--- src/rtl/id_ex_stage.sv ---
// ID/EX pipeline register with load-use hazard detection, EX-flush bubbling,
// writeback-to-capture bypass and a saturating load-use bubble counter.
module id_ex_stage #(
  parameter int DATA_W = 16,
  parameter int CTL_W  = 8
) (
  input  logic              clk,
  input  logic              rst_n,
  input  logic              id_valid,
  input  logic [2:0]        id_read_reg1,
  input  logic [2:0]        id_read_reg2,
  input  logic              id_rs_used,
  input  logic              id_rt_used,
  input  logic [DATA_W-1:0] id_rs,
  input  logic [DATA_W-1:0] id_rt,
  input  logic [DATA_W-1:0] id_imm,
  input  logic [2:0]        id_w1_reg,
  input  logic              id_reg_en,
  input  logic              id_mem_read,
  input  logic [CTL_W-1:0]  id_ctl,
  input  logic              flush_ex,
  input  logic [2:0]        w1_reg_MEM_WB,
  input  logic              reg_en_MEM_WB,
  input  logic [DATA_W-1:0] writedata_MEM_WB,
  output logic              ex_valid,
  output logic [2:0]        ex_read_reg1,
  output logic [2:0]        ex_read_reg2,
  output logic [DATA_W-1:0] ex_rs,
  output logic [DATA_W-1:0] ex_rt,
  output logic [DATA_W-1:0] ex_imm,
  output logic [2:0]        ex_w1_reg,
  output logic              ex_reg_en,
  output logic              ex_mem_read,
  output logic [CTL_W-1:0]  ex_ctl,
  output logic              stall_id,
  output logic [15:0]       stall_cnt
);

  logic              valid_q,    valid_d;
  logic [2:0]        rreg1_q,    rreg1_d;
  logic [2:0]        rreg2_q,    rreg2_d;
  logic [DATA_W-1:0] rs_q,       rs_d;
  logic [DATA_W-1:0] rt_q,       rt_d;
  logic [DATA_W-1:0] imm_q,      imm_d;
  logic [2:0]        w1_q,       w1_d;
  logic              reg_en_q,   reg_en_d;
  logic              mem_read_q, mem_read_d;
  logic [CTL_W-1:0]  ctl_q,      ctl_d;
  logic [15:0]       cnt_q,      cnt_d;

  logic hazard;
  logic bubble;

  // Load-use: the load in EX has not produced data yet, so a dependent decode must wait.
  assign hazard = id_valid & valid_q & mem_read_q & reg_en_q &
                  ((id_rs_used & (id_read_reg1 == w1_q)) |
                   (id_rt_used & (id_read_reg2 == w1_q)));
  assign stall_id = hazard & ~flush_ex;
  assign bubble   = stall_id | flush_ex;

  always_comb begin
    valid_d    = valid_q;
    rreg1_d    = rreg1_q;
    rreg2_d    = rreg2_q;
    rs_d       = rs_q;
    rt_d       = rt_q;
    imm_d      = imm_q;
    w1_d       = w1_q;
    reg_en_d   = reg_en_q;
    mem_read_d = mem_read_q;
    ctl_d      = ctl_q;
    cnt_d      = cnt_q;
    if (bubble) begin
      // Operand fields hold; only the side-effecting controls are killed.
      valid_d    = 1'b0;
      reg_en_d   = 1'b0;
      mem_read_d = 1'b0;
      ctl_d      = '0;
    end else begin
      valid_d    = id_valid;
      rreg1_d    = id_read_reg1;
      rreg2_d    = id_read_reg2;
      rs_d       = (reg_en_MEM_WB && (w1_reg_MEM_WB == id_read_reg1)) ? writedata_MEM_WB : id_rs;
      rt_d       = (reg_en_MEM_WB && (w1_reg_MEM_WB == id_read_reg2)) ? writedata_MEM_WB : id_rt;
      imm_d      = id_imm;
      w1_d       = id_w1_reg;
      reg_en_d   = id_valid & id_reg_en;
      mem_read_d = id_valid & id_mem_read;
      ctl_d      = id_ctl;
    end
    if (stall_id && (cnt_q != 16'hFFFF)) begin
      cnt_d = cnt_q + 16'd1;
    end
  end

  always_ff @(posedge clk or negedge rst_n) begin
    if (!rst_n) begin
      valid_q    <= 1'b0;
      rreg1_q    <= '0;
      rreg2_q    <= '0;
      rs_q       <= '0;
      rt_q       <= '0;
      imm_q      <= '0;
      w1_q       <= '0;
      reg_en_q   <= 1'b0;
      mem_read_q <= 1'b0;
      ctl_q      <= '0;
      cnt_q      <= '0;
    end else begin
      valid_q    <= valid_d;
      rreg1_q    <= rreg1_d;
      rreg2_q    <= rreg2_d;
      rs_q       <= rs_d;
      rt_q       <= rt_d;
      imm_q      <= imm_d;
      w1_q       <= w1_d;
      reg_en_q   <= reg_en_d;
      mem_read_q <= mem_read_d;
      ctl_q      <= ctl_d;
      cnt_q      <= cnt_d;
    end
  end

  assign ex_valid     = valid_q;
  assign ex_read_reg1 = rreg1_q;
  assign ex_read_reg2 = rreg2_q;
  assign ex_rs        = rs_q;
  assign ex_rt        = rt_q;
  assign ex_imm       = imm_q;
  assign ex_w1_reg    = w1_q;
  assign ex_reg_en    = reg_en_q;
  assign ex_mem_read  = mem_read_q;
  assign ex_ctl       = ctl_q;
  assign stall_cnt    = cnt_q;

endmodule

--- config.mk ---
export PLATFORM = sky130hd
export DESIGN_NAME = id_ex_stage
export DESIGN_NICKNAME = d
export VERILOG_FILES = /design/src/rtl/id_ex_stage.sv
export SDC_FILE = /design/constraint.sdc
export NUM_CORES = 1
export LEC_CHECK = 0
export ABC_CLOCK_PERIOD_IN_PS = 2180
export BUFFER_PORTS_ARGS = -buffer_cell sky130_fd_sc_hd__buf_2
export CORE_ASPECT_RATIO = 1.25
export CORE_MARGIN = 3
export CORE_UTILIZATION = 25
export CTS_CLUSTER_DIAMETER = 150
export DETAILED_ROUTE_END_ITERATION = 10
export PLACE_DENSITY = 0.56
export RECOVER_POWER = 25
export SETUP_SLACK_MARGIN = 0.02
export SLEW_MARGIN = 20
export SYNTH_ARGS = -nofsm -noshare
export SYNTH_HDL_FRONTEND = slang
export SYNTH_SLANG_ARGS = --single-unit
--- constraint.sdc ---
create_clock -name clk -period 2.18 [get_ports clk]
set_clock_uncertainty 0.15 [all_clocks]
set_input_delay 0.218 -clock clk [delete_from_list [all_inputs] [get_ports clk]]
set_output_delay 0.218 -clock clk [all_outputs]
set_load 0.05 [all_outputs]
* After elaboration in Yosys (flattened, before gate mapping)
Index checks and enable logic that the tools add are counted.
** Cells by class
- $add $sub $neg :: 1
- Equal/unequal tests :: 5
- Mux-type cells :: 6
- Bitwise logic cells :: 12
- Reductions and logical operators :: 3
** Operator list (count)
- 16-bit two-way mux :: 2
- 16-bit by 1-bit adder with 16-bit output, second input constant :: 1
- 16-bit inequality test, second input constant :: 1
- 3-bit == test :: 4
- 1-bit AND :: 9
- 8-bit two-way mux :: 1
- 1-bit logical AND :: 3
- 1-bit two-way mux :: 3
- 1-bit OR :: 2
- 1-bit NOT :: 1
** Word-level totals
- Register bits :: 84
- Input bits :: 93
- Output and inout port bits :: 85
- Logic and storage cells :: 38

* Logic depth before layout (Yosys ltp)
- Depth in word-level cells :: 7
- Depth in mapped cells :: 7
- Mapped depth without buffers :: 6

* Worst setup path after synthesis
No wires, ideal clock.
- Kind :: register -> register
- Start :: register cnt_q[0] (netlist: stall_cnt[0])
- End :: register cnt_q[1] (netlist: stall_cnt[1])
- Setup time :: 0.125 ns
- Data arrival time :: 1.982 ns
- Data required time :: 1.905 ns
- Slack :: -0.077 ns
- Stages on the path, launching flop included :: 7
- Path buffers :: 0
- Period minus slack after synthesis :: 2.257 ns
- Path through :: dfrtp_1 -> ha_1 -> nand3_1 -> nor3_2 -> nand2_1 -> nand2_2 -> mux2_2
** Between the ends
- Word-level cells in the longest chain between the ends :: 2
- Elaborated cells on any way between the ends :: 3
- Classes of those cells :: 1 x add/sub; 1 x eq/ne; 1 x reduce/logical
** RTL lines
- from (decl) :: line 49 : logic [15:0] cnt_q, cnt_d;
- from (signal assigned) :: line 120 : cnt_q <= cnt_d;
- branches (longest 2 deep; another with 16-bit by 1-bit adder with 16-bit output)
Several ways; the timed one is not identified.
A chain may end at the register's enable or synchronous reset.

* Worst setup path after layout
- Start :: register w1_q[1] (netlist: ex_w1_reg[1])
- End :: output port stall_id
** Between the ends
- Word-level cells in the longest chain between the ends :: 5
- Elaborated cells on any way between the ends :: 7
- Classes of those cells :: 2 x eq/ne; 5 x bitwise
** RTL lines
- from (decl) :: line 45 : logic [2:0] w1_q, w1_d;
- from (signal assigned) :: line 116 : w1_q <= w1_d;
- 3-bit == test (on tied branches) :: line 56, 57
- 1-bit AND (on tied branches) :: line 56, 57
- 1-bit OR (*) :: line 56 : ((id_rs_used & (id_read_reg1 == w1_q)) |
- 1-bit AND (*) :: line 55 : assign hazard = id_valid & valid_q & mem_read_q & reg_en_q &
- 1-bit AND (*) :: line 58 : assign stall_id = hazard & ~flush_ex;
- to (decl) :: line 35 : output logic stall_id,
Every way passes the cells marked *; elsewhere a longest branch is shown, timed or not.

==> results.py <==
metrics = {
    "clocking": {
        "cts_tree": "built",
        "clk_pin_slew_ns": 0.06,
        "htreeDepth": 3,
        "cts.path.max_buffers": 2,
        "numCtsBuffers": 9,
        "insertion_delay_ns": 0.34,
        "clkSinkCount": 84,
        "root_buffer": "clkbuf_16",
    },
    "global_routing": {
        "grt_max_degree": 48,
        "grt_pass1_vias": 3036,
        "grt_pass1_wl_um": 15210,
        "grt.overflow.total": 0,
        "grtUsageTotal_pct": 11.89,
        "antenna_found_initial": 1,
    },
    "routing": {
        "detail-route-antenna-nets": 0,
        "drc": 0,
        "wirelength_um": 10210,
        "drt-vias-per-instance": 4.359,
        "drtIter0Drc": 36,
        "vias": 2964,
        "routedWlPerCell_um": 15.01,
        "dr.pass1.iters": 4,
    },
    "logic_synthesis": {
        "ys_types": 25,
        "netlist_instances": 273,
        "synth_top_cells_by_area": "dfrtp_1 (55%), mux2_2 (24%), xnor2_1 (5.9%)",
        "synth_top_area_share_pct": 54.81,
        "syn_area_sq_um": 3835,
        "yosys.area_share.adder_pct": 0.3263,
        "yosysSeqAreaShare_pct": 54.81,
        "synth_compound_area_share_pct": 1.175,
        "synth_top_family_by_area": "multiplexers",
        "ys_warn_count": 0,
        "synth_seq_cells": 84,
        "syn-num-nets": 367,
        "yosysTopAreaCell": "dfrtp_1",
        "synth-xor-area-share_pct": 5.938,
        "synth-simple-area-share_pct": 8.515,
        "synth_mux_area_share_pct": 27.31,
        "syn_area_per_cell_sq_um": 14.05,
    },
    "critical_path": {
        "cp.required_ns": 1.81,
        "critical-path-slowest-cell": "dfrtp_2",
        "slowest_delay_ns": 0.45,
        "cp.buffers_inverters": 1,
        "worst-r2r-cell-count": 7,
        "critical_path_class": "reg2out",
        "crit_path_end_kind": "output port",
        "path_max_fanout": 4,
        "cp_cell_sequence": "xnor2_2, nand4_1, a211oi_4, buf_6",
        "crit_path_start_kind": "flop",
        "rrSetupSlack_ns": 0.18,
        "r2r_end": "stall_cnt[6]",
        "path_delay_family": "flip-flops",
        "cp_data_arrival_time_ns": 1.69,
        "reg2reg_from": "ex_w1_reg[1]",
    },
    "power_and_ir_drop": {
        "power_density_nw_per_um2": 750.6,
        "p_leak_nw": 2.707,
        "max-vdd-ir-drop_v": 0.0003361,
    },
    "final_layout": {
        "fillers": 1495,
        "antenna_cells": 0,
        "final_layout_size_suffix_gt1_share_pct": 62.25,
        "finalNetCount": 587,
        "fin_area_sq_um": 5647,
        "final_cells": 680,
        "synthToLayoutAreaGrowth_pct": 47.24,
    },
    "place": {
        "dp.cells": 630,
        "placed_area_sq_um": 4986,
        "dp_hpwl_um": 7472,
        "numPortBuffers": 177,
        "preCtsSetupSlack_ns": 0.1273,
        "place.gp.congestion": 0.7233,
    },
    "worst_hold_path": {
        "min_to": "ex_read_reg1[0]",
        "hold_path.class": "in2reg",
        "min-delay-start": "id_read_reg1[0]",
        "min_path_cells": 2,
    },
    "floorplanning": {
        "start_util_pct": 25.54,
        "coreArea_sq_um": 15010,
        "die_x_um": 116.8,
        "rows": 50,
        "dieHeight_um": 144.5,
        "dieArea_sq_um": 16870,
        "ios": 178,
    },
    "timing": {
        "tightest_slew_ns": 0.9877,
        "fin_setup_tns_ns": 0,
        "setup_viol": 0,
        "fin_crit_ns": 2.059,
        "rsz0062_at_grt": "true",
        "finalHoldViolations": 0,
        "hold_ws_ns": 0.04892,
        "worst_slack_ns": 0.1213,
        "fmax_mhz": 485.8,
        "fin_crit_sh_pct": 94.43,
        "relSlewSlack_pct": 34.15,
        "drv_slew": 0,
    },
    "run_status": {
        "status": "completed",
    },
    "run": {
        "drv_cap": 0,
    },
}
==> synth_stat cells <==
| library cell | count |
|---|---|
| dfrtp_1 | 84 |
| nand4_2 | 2 |
| a21oi_1 | 5 |
| or2_2 | 1 |
| and4_1 | 1 |
| nand4_1 | 6 |
| nor2_1 | 5 |
| a211oi_4 | 1 |
| nand3_1 | 11 |
| buf_6 | 3 |
| mux2_2 | 81 |
| mux2_4 | 9 |
| clkbuf_2 | 1 |
| nand2_2 | 1 |
| and4b_1 | 1 |
| nand2_1 | 9 |
| and2_1 | 10 |
| nand4b_1 | 1 |
| nor3_2 | 1 |
| ha_1 | 1 |
| buf_4 | 2 |
| buf_2 | 4 |
| nor2_2 | 1 |
| and3_1 | 6 |
| xnor2_1 | 26 |
==> area by class of cell <==
cell class	count	area, sq um	share of cell area (%)
multi-input combinational	179	1709	30.27
clock inverter	4	25.02	0.4432
sequential	84	2108	37.34
clock buffer	12	246.5	4.365
tap	182	227.7	4.033
timing repair buffer	219	1330	23.55
==> layer usage <==
metal	GRT usage (%)	up-vias	share of wire [%]
li1	-	1405	-
met4	5.193	2	2.4
met2	19.84	119	50
met3	4.144	19	6.9
met1	13.72	1419	41
met5	0	-	0.13
==> report_power, final <==
| group | total [mW] | internal (mW) | switching [mW] |
|---|---|---|---|
| registers | 1.76 | 1.69 | 0.0706 |
| logic | 1.08 | 0.387 | 0.697 |
| clock network | 1.39 | 0.799 | 0.595 |
==> layout by cell type, fill, tap and decap left out, types with 2 or more instances in the layout <==
cell / count
nor2_1: 5
dlygate4sd3_1: 31
mux2_2: 81
xnor2_1: 20
a21oi_1: 5
clkinv_2: 2
and2_1: 10
and3_1: 6
mux2_4: 9
nand4_1: 6
dfrtp_2: 5
buf_4: 6
buf_6: 3
buf_2: 175
clkinvlp_4: 2
nand2_1: 9
clkbuf_16: 9
buf_12: 3
xnor2_2: 6
nand3_1: 11
clkbuf_1: 2
nand4_2: 2
dfrtp_1: 79
==> timing repair <==
| item | in CTS | in global routing |
|---|---|---|
| hold buffers | 31 | 0 |
| hold endpoints to repair | 67 | 0 |
| setup endpoints to repair | 1 | 14 |
| resized for setup | 2 | 8 |
| pin swaps | 1 | 7 |
| setup buffers | 1 | 2 |
==> metrics by stage <==
step / utilization [%] / power, mW
2_1_floorplan: - / 2.494
3_3_place_gp: 33.21 / 2.808
3_5_place_dp: 33.21 / 2.821
4_1_cts: 37.18 / 4.312
5_1_grt: 37.61 / 4.451
6_report: 37.61 / 4.238
==> worst max path at each step <==
stage | startpoint | endpoint | cells after the start | slack (ns)
floorplan | stall_cnt[4] | stall_cnt[1] | 5 | 0.04
global placement | ex_w1_reg[2] | stall_cnt[15] | 6 | 0.13
detailed placement | ex_w1_reg[0] | ex_rt[9] | 6 | 0.13
CTS | ex_w1_reg[2] | stall_id | 4 | 0.04
global route | ex_w1_reg[1] | stall_id | 4 | 0.003
finish | ex_w1_reg[1] | stall_id | 4 | 0.12
==> kinds of logic (layout without fill, tap and decap cells) <==
group	count (synthesis)	count (layout)
AO/OA/AOI/OAI	6	6
XOR/XNOR	26	26
adder cells (fa/ha/maj)	1	1
buffers and inverters	10	235
flip-flops	84	84
multiplexers	90	90
AND/OR/NAND/NOR	56	56
No activity file was read; power rests on OpenSTA's default activity.
